### config.mk
export PLATFORM = sky130hd
export DESIGN_NAME = sipo_block_assembler_flat
export DESIGN_NICKNAME = d
export VERILOG_FILES = /design/src/rtl/sipo_block_assembler_if.sv /design/src/rtl/sipo_block_assembler.sv /design/src/flat_wrapper.sv
export SDC_FILE = /design/constraint.sdc
export NUM_CORES = 1
export LEC_CHECK = 0
export ABC_CLOCK_PERIOD_IN_PS = 2500
export CAP_MARGIN = 0
export CORE_ASPECT_RATIO = 0.9
export CORE_MARGIN = 2
export CORE_UTILIZATION = 30
export DETAILED_ROUTE_END_ITERATION = 10
export MAX_ROUTING_LAYER = met4
export SETUP_SLACK_MARGIN = 0.05
export SLEW_MARGIN = 10
export SYNTH_ARGS = -nofsm -noshare
export SYNTH_HDL_FRONTEND = slang
export SYNTH_SLANG_ARGS = --single-unit
### constraint.sdc
create_clock -name clk -period 2.5 [get_ports clk]
set_input_delay 0.5 -clock clk [delete_from_list [all_inputs] [get_ports clk]]
set_output_delay 0.5 -clock clk [all_outputs]
set_load 0.05 [all_outputs]
### src/rtl/sipo_block_assembler_if.sv
// Byte-in / block-out bus of the receive-side SIPO block assembler.
// slave is the assembler's view; master is the driver (UART RX side plus AES core).
interface sipo_block_assembler_if;
  logic [7:0]   byte_in;
  logic         byte_valid;
  logic         flush;
  logic         block_ready;
  logic         clr_overrun;
  logic [127:0] block_out;
  logic         block_valid;
  logic [4:0]   byte_count;
  logic         busy;
  logic         overrun;
  logic         timeout;

  modport slave (
    input  byte_in, byte_valid, flush, block_ready, clr_overrun,
    output block_out, block_valid, byte_count, busy, overrun, timeout
  );

  modport master (
    output byte_in, byte_valid, flush, block_ready, clr_overrun,
    input  block_out, block_valid, byte_count, busy, overrun, timeout
  );
endinterface

### src/rtl/sipo_block_assembler.sv
// Packs 16 UART bytes MSB-first into a 128-bit block with a valid/ready output.
// Optional idle timeout for partial blocks is enabled with macro SIPO_TIMEOUT_EN.
module sipo_block_assembler #(
  parameter int unsigned TIMEOUT_CYCLES = 100000
) (
  input logic                  clk,
  input logic                  reset,
  sipo_block_assembler_if.slave bus
);

  typedef enum logic [0:0] {StCollect, StHold} state_e;

  state_e       state_q, state_d;
  logic [119:0] shift_q, shift_d;
  logic [127:0] block_q, block_d;
  logic         valid_q, valid_d;
  logic [4:0]   count_q, count_d;
  logic         overrun_q, overrun_d;

`ifdef SIPO_TIMEOUT_EN
  localparam int unsigned IdleW = $clog2(TIMEOUT_CYCLES + 1);
  // Terminal value: the cycle in which this count is seen is the last idle cycle allowed.
  localparam logic [IdleW-1:0] IdleLast = IdleW'(TIMEOUT_CYCLES - 1);

  logic [IdleW-1:0] idle_q, idle_d;
  logic             timeout_q, timeout_d;
`else
  logic unused_timeout_cfg;
  assign unused_timeout_cfg = ^TIMEOUT_CYCLES;
`endif

  always_comb begin
    state_d   = state_q;
    shift_d   = shift_q;
    block_d   = block_q;
    valid_d   = valid_q;
    count_d   = count_q;
    overrun_d = overrun_q & ~bus.clr_overrun;
`ifdef SIPO_TIMEOUT_EN
    idle_d    = '0;
    timeout_d = 1'b0;
`endif

    unique case (state_q)
      StCollect: begin
        if (bus.flush) begin
          count_d = 5'd0;
          shift_d = '0;
        end else if (bus.byte_valid) begin
          shift_d = {shift_q[111:0], bus.byte_in};
          if (count_q == 5'd15) begin
            block_d = {shift_q, bus.byte_in};
            valid_d = 1'b1;
            count_d = 5'd16;
            state_d = StHold;
          end else begin
            count_d = count_q + 5'd1;
          end
        end
`ifdef SIPO_TIMEOUT_EN
        else if (count_q != 5'd0) begin
          if (idle_q == IdleLast) begin
            count_d   = 5'd0;
            shift_d   = '0;
            timeout_d = 1'b1;
          end else begin
            idle_d = idle_q + IdleW'(1);
          end
        end
`endif
      end
      StHold: begin
        if (valid_q && bus.block_ready) begin
          valid_d = 1'b0;
          state_d = StCollect;
          // A byte arriving with the handshake starts the next block.
          if (bus.byte_valid) begin
            shift_d = {shift_q[111:0], bus.byte_in};
            count_d = 5'd1;
          end else begin
            count_d = 5'd0;
          end
        end else if (bus.byte_valid) begin
          overrun_d = 1'b1;
        end
      end
      default: state_d = StCollect;
    endcase
  end

  always_ff @(posedge clk) begin
    if (reset) begin
      state_q   <= StCollect;
      shift_q   <= '0;
      block_q   <= '0;
      valid_q   <= 1'b0;
      count_q   <= 5'd0;
      overrun_q <= 1'b0;
    end else begin
      state_q   <= state_d;
      shift_q   <= shift_d;
      block_q   <= block_d;
      valid_q   <= valid_d;
      count_q   <= count_d;
      overrun_q <= overrun_d;
    end
  end

`ifdef SIPO_TIMEOUT_EN
  always_ff @(posedge clk) begin
    if (reset) begin
      idle_q    <= '0;
      timeout_q <= 1'b0;
    end else begin
      idle_q    <= idle_d;
      timeout_q <= timeout_d;
    end
  end

  assign bus.timeout = timeout_q;
`else
  assign bus.timeout = 1'b0;
`endif

  assign bus.block_out   = block_q;
  assign bus.block_valid = valid_q;
  assign bus.byte_count  = count_q;
  assign bus.busy        = (state_q == StCollect) && (count_q != 5'd0);
  assign bus.overrun     = overrun_q;

endmodule

### src/flat_wrapper.sv
// flat-port wrapper written by rule: the top's interface ports become plain ports
module sipo_block_assembler_flat 
#(
  parameter int unsigned TIMEOUT_CYCLES = 100000
)
  (clk, reset, bus_byte_in, bus_byte_valid, bus_flush, bus_block_ready, bus_clr_overrun, bus_block_out, bus_block_valid, bus_byte_count, bus_busy, bus_overrun, bus_timeout);
  sipo_block_assembler_if bus_i ();
  input logic clk;
  input logic reset;
  input wire logic [$bits(bus_i.byte_in)-1:0] bus_byte_in;
  input wire logic [$bits(bus_i.byte_valid)-1:0] bus_byte_valid;
  input wire logic [$bits(bus_i.flush)-1:0] bus_flush;
  input wire logic [$bits(bus_i.block_ready)-1:0] bus_block_ready;
  input wire logic [$bits(bus_i.clr_overrun)-1:0] bus_clr_overrun;
  output wire logic [$bits(bus_i.block_out)-1:0] bus_block_out;
  output wire logic [$bits(bus_i.block_valid)-1:0] bus_block_valid;
  output wire logic [$bits(bus_i.byte_count)-1:0] bus_byte_count;
  output wire logic [$bits(bus_i.busy)-1:0] bus_busy;
  output wire logic [$bits(bus_i.overrun)-1:0] bus_overrun;
  output wire logic [$bits(bus_i.timeout)-1:0] bus_timeout;
  assign bus_i.byte_in = bus_byte_in;
  assign bus_i.byte_valid = bus_byte_valid;
  assign bus_i.flush = bus_flush;
  assign bus_i.block_ready = bus_block_ready;
  assign bus_i.clr_overrun = bus_clr_overrun;
  assign bus_block_out = bus_i.block_out;
  assign bus_block_valid = bus_i.block_valid;
  assign bus_byte_count = bus_i.byte_count;
  assign bus_busy = bus_i.busy;
  assign bus_overrun = bus_i.overrun;
  assign bus_timeout = bus_i.timeout;
  sipo_block_assembler #(.TIMEOUT_CYCLES(TIMEOUT_CYCLES)) u_core (.clk(clk), .reset(reset), .bus(bus_i));
endmodule
After elaboration in Yosys (flattened, before gate mapping)

Index checks and enable logic that the tools add are counted.

Equality and inequality tests: 6
Multiplexer cells: 23
Add/subtract/negate cells: 1
Reductions and logical operators: 6
Bitwise operators: 4

Operators with widths:

| operator              | number |
|---|---|
| $mux W120             | 3 |
| $pmux W120 S2         | 1 |
| $mux W5               | 4 |
| $mux W1               | 12 |
| $pmux W5 S2           | 1 |
| $reduce_and A4 Y1     | 2 |
| $ne A2 B2 Y1 const B  | 3 |
| $add A5 B1 Y5 const B | 1 |
| $eq A5 B4 Y1 const B  | 1 |
| $reduce_bool A5 Y1    | 1 |
| $pmux W1 S2           | 2 |
| $ne A3 B3 Y1 const B  | 1 |
| $not A1 Y1            | 3 |
| $logic_and A1 B1 Y1   | 2 |
| $ne A2 B1 Y1 const B  | 1 |
| $reduce_and A2 Y1     | 1 |
| $and A1 B1 Y1         | 1 |

Register bits after elaboration: 256
Output and inout port bits: 137
Word-level logic and storage cells: 46

Logic depth before layout (Yosys ltp)

Gate-level depths: netlist of run 1.

Depth in word-level cells: 5
Gate-level depth with buffers: 8
Gate-level depth less buffers: 6

Worst setup path before layout of run 1

No wires, ideal clock.

Path kind: register to output
From: register u_core.count_q[0] (netlist: u_core.bus.byte_count[0])
To: output port bus_busy
Path slack: 150 ps
Arrival: 1850 ps
Stages on the path, launching flop included: 4
Data required time: 2000 ps
Path through: dfxtp_1 -> inv_1 -> ha_1 -> a31oi_1

Longest elaborated chain between the ends: 2

Ends and longest elaborated chain:

| item                     | RTL line                    | RTL |
|---|---|---|
| start: declaration       | sipo_block_assembler.sv:17  | `logic [4:0] count_q, count_d;` |
| start signal: assignment | sipo_block_assembler.sv:104 | `count_q <= count_d;` |
| $reduce_bool A5 Y1       | sipo_block_assembler.sv:128 | `assign bus.busy = (state_q == StCollect) && (count_q != 5'd0);` |
| $logic_and A1 B1 Y1      | sipo_block_assembler.sv:128 |  |
| end: declaration         | flat_wrapper.sv:18          | `output wire logic [$bits(bus_i.busy)-1:0] bus_busy;` |

Every way passes these cells.

Worst setup path in the final report of run 1

From: register u_core.count_q[0] (netlist: u_core.bus.byte_count[0])
To: output port bus_byte_count[0]

RTL lines:

| item             | RTL line           | RTL |
|---|---|---|
| end: declaration | flat_wrapper.sv:17 | `output wire logic [$bits(bus_i.byte_count)-1:0] bus_byte_count;` |

No word-level cell between the ends.

==> results.yml, run 1 <==
setup_path:
  timing.critical_path.depth: 1
  worstSetupEndpoint: "bus_byte_count[0]"
  timing.critical_path.cells: "clkdlybuf4s50_1"
  r2r_start: "u_core.bus.byte_count[0]"
  start_kind: "flip-flop"
  crit_arrival_ps: 1840
  worstPathRequired_ps: 2000
  worst-path-buf-inv: 1
  worstPathMaxFanout: 6
  rr_worst_depth: 7
  cpLargestDelayFamily: "buffers and inverters"
  r2r_end: "u_core.bus.block_out[109]"
  worstSetupEndpointType: "output pin"
  critical-path-slowest-cell: "clkdlybuf4s50_1"
  worst-setup-path-type: "reg -> out"
  timing.critical_path.slowest_cell_delay_ps: 900
  rrSetupSlack_ps: 340
  critPathLaunch: "u_core.bus.byte_count[0]"
timing:
  rsz0062_at_grt: "false"
  finalCriticalPeriod_ps: 2340
  setup_slack_ps: 162
  final_count_of_hold_timing_violations: 0
  report.final.slew_viol_count: 0
  clock-skew-final_ps: 15.7
  final.hold.worst_slack_ps: 448
  share_of_the_clock_period_used_by_the_worst_path: 0.935
  setup_viol: 0
  maxSlewHeadroom: 0.608
  timing_worst_slew_pin_value_ps: 585
  max_freq_ghz: 0.428
  fin_setup_tns_ps: 0
status:
  run_status: "finished clean"
clocking:
  clk_pin_slew_worst_paths_ps: 60
  clk_root_buffer_cell: "clkbuf_16"
  tritoncts_clock_tree: "yes"
  cts.path.max_buffers: 3
  skew_pair_late_insertion_delay_ps: 530
  post_cts.repair.setup_buffers: 0
  cts_hold_buf: 0
  cts.sink_count: 256
  htreeDepth: 1
  cts_buffer_count: 27
  cts.repair.resized: 0
die:
  initial_utilization: 0.305
  core_area_um2: 30000
  io-pin-count: 151
  floorplan.rows: 60
  die-height_um: 170
  chipWidth_um: 188
  die_footprint_um2: 32000
layout:
  num-nets-final: 1150
  filler_cells: 3037
  drive_above_1_share: 0.0773
  post_route_design_area_um2: 11900
  area_growth_pct: 30.1
  n_antenna_cell: 0
logic_synthesis:
  post_synth_inst_count: 1026
  post-synth-top-area-cell: "dfxtp_1"
  synth_largest_type_area_fraction: 0.559
  synth_async_sr_flop_share: 0
  synth.top_cells.by_area: "dfxtp_1, nand2_1, o32ai_1, a21oi_1, inv_1"
  synth_edf_count: 0
  synthFlopType: "dfxtp_1"
  synth_cell_type_count: 34
  synth_sequential_area_ratio: 0.559
  synth_area_per_cell_um2: 8.94
  synth.net_count: 1043
  post_synth_instance_area_um2: 9170
  number_of_warnings_printed_during_yosys_synthesis: 0
  flop_and_latch_count_out_of_synthesis: 256
placement:
  detailedPlace.worstSlack_ps: 226
  port_buffers: 149
  placed_instance_area_um2: 11000
  place_congestion: 0.776
  dpl.hpwl_um: 15000
grt:
  top_usage_layer: "met2"
  first_global_vias: 7080
  groute.layer.met2.usage: 0.233
  grt_first_pass_wirelength_um: 37400
  largest_net_degree_at_the_start_of_global_routing: 91
  grt.overflow.total: 0
  use_met1: 0.197
  global_route.usage.total: 0.147
  grt_util_met3: 0.0229
  number_of_antenna_violations_at_the_first_check_in_global_routing: 0
routing:
  vias_per_cell: 4.66
  dr.pass1.iters: 5
  wl_per_cell_um: 15.0
  drcViolationCount: 0
  drt_first_iter_violations: 407
  via_count: 7246
  drt-total-wl_um: 23400
  final_ant_viol_nets: 0
power_and_ir_drop:
  power_density_nw_per_um2: 697
  max-vdd-ir-drop_v: 0.000493
  leakage_power_uw: 0.00366
  p_total_uw: 8310
worst_hold_path:
  hold_path_class: "reg -> reg"
job:
  drv.max_cap_violation_count: 0
## synthesized netlist by cell type, types with 2 or more instances
cell type  count
buf_1          3
o21ai_0        3
nor3_1         2
or4_1          2
nor2_1         5
ha_1           3
a21oi_1      134
o32ai_2       20
buf_6         11
clkbuf_1      45
dfxtp_1      256
nand3_1        2
nand2_1      260
buf_2         27
a211o_1        2
inv_1        133
o32ai_1      101
## cell usage in the layout, fill, tap and decap left out, types with 2 or more instances in the layout
master and n:
a21oi_1 133, buf_12 12, buf_4 5, clkbuf_1 3, clkbuf_16 27, clkbuf_8 11
clkdlybuf4s50_1 147, clkinv_2 4, clkinvlp_4 2, dfxtp_1 256, ha_1 3, inv_1 133
nand2_1 260, nand3_1 2, nor2_1 5, nor3_1 2, o21ai_0 3, o32ai_1 101
o32ai_2 20, or4_1 2
## metal layers
layer,vias up,wire [um]
met4,0,585
met3,41,979
met1,3384,10900
met5,-,0
met2,170,10900
li1,3651,-
## logic make-up (layout without fill, tap and decap cells)
logic type | after synthesis | after routing | share of synthesized area
simple gates | 280 | 280 | 0.120
compound gates | 265 | 265 | 0.213
flops | 256 | 256 | 0.559
buf+inv | 221 | 347 | 0.104
fa+ha+maj | 3 | 3 | 0.00409
other cells | 1 | 1 | 0.000409
## report_power, final
part / switching [uW] / internal [uW]
sequential: 4.87 / 4090
combinational: 173 / 66.7
clock: 1610 / 2380
total: 1790 / 6530
## worst register-to-register path: cells and delay by family (launching register included)
kind            cells  cell delay, ps
buf+inv             1             340
flops               1             410
compound gates      1              70
simple gates        3             680
fa+ha+maj           2             510
## area by class of cell
class                      count  area [um^2]  share of cell area
sequential                   256         5120               0.429
multi-input combinational    549         3140               0.263
timing repair buffer         165         1760               0.148
clock buffer                  40          825              0.0691
tap                          403          504              0.0423
inverter                     134          503              0.0422
clock inverter                 8         73.8             0.00619
## how the worst min path moves through the flow
| stage | start | cells after the start | end | slack [ps] |
|---|---|---|---|---|
| after CTS | reset | 2 | u_core.bus.block_valid | 450 |
| after detailed placement | u_core.shift_q[70] | 2 | u_core.bus.block_out[78] | 440 |
| after floorplan | u_core.shift_q[119] | 2 | u_core.bus.block_out[127] | 430 |
| after global routing | u_core.shift_q[53] | 2 | u_core.bus.block_out[61] | 470 |
| final | u_core.shift_q[70] | 2 | u_core.bus.block_out[78] | 450 |
| after global placement | u_core.shift_q[86] | 2 | u_core.bus.block_out[94] | 440 |
## registers in the layout, summed over array words and instances, names as in the netlist
register / count
u_core.bus.overrun: 1
u_core.state_q: 1
u_core.bus.block_out: 128
u_core.bus.block_valid: 1
u_core.shift_q: 120
u_core.bus.byte_count: 5
## per-stage QoR
step	std cells	util
5_1_grt	1555	0.397
2_1_floorplan	1026	-
4_1_cts	1555	0.397
3_5_place_dp	1507	0.367
6_report	1555	0.397
3_3_place_gp	1507	0.367
Note: power is estimated with default switching activity, not from simulation.
==> run 2: changes to the inputs <==
- HOLD_SLACK_MARGIN: unset -> 0.12
==> results of run 2 <==
No change in the layout: final DEF, timing and power equal those of run 1.
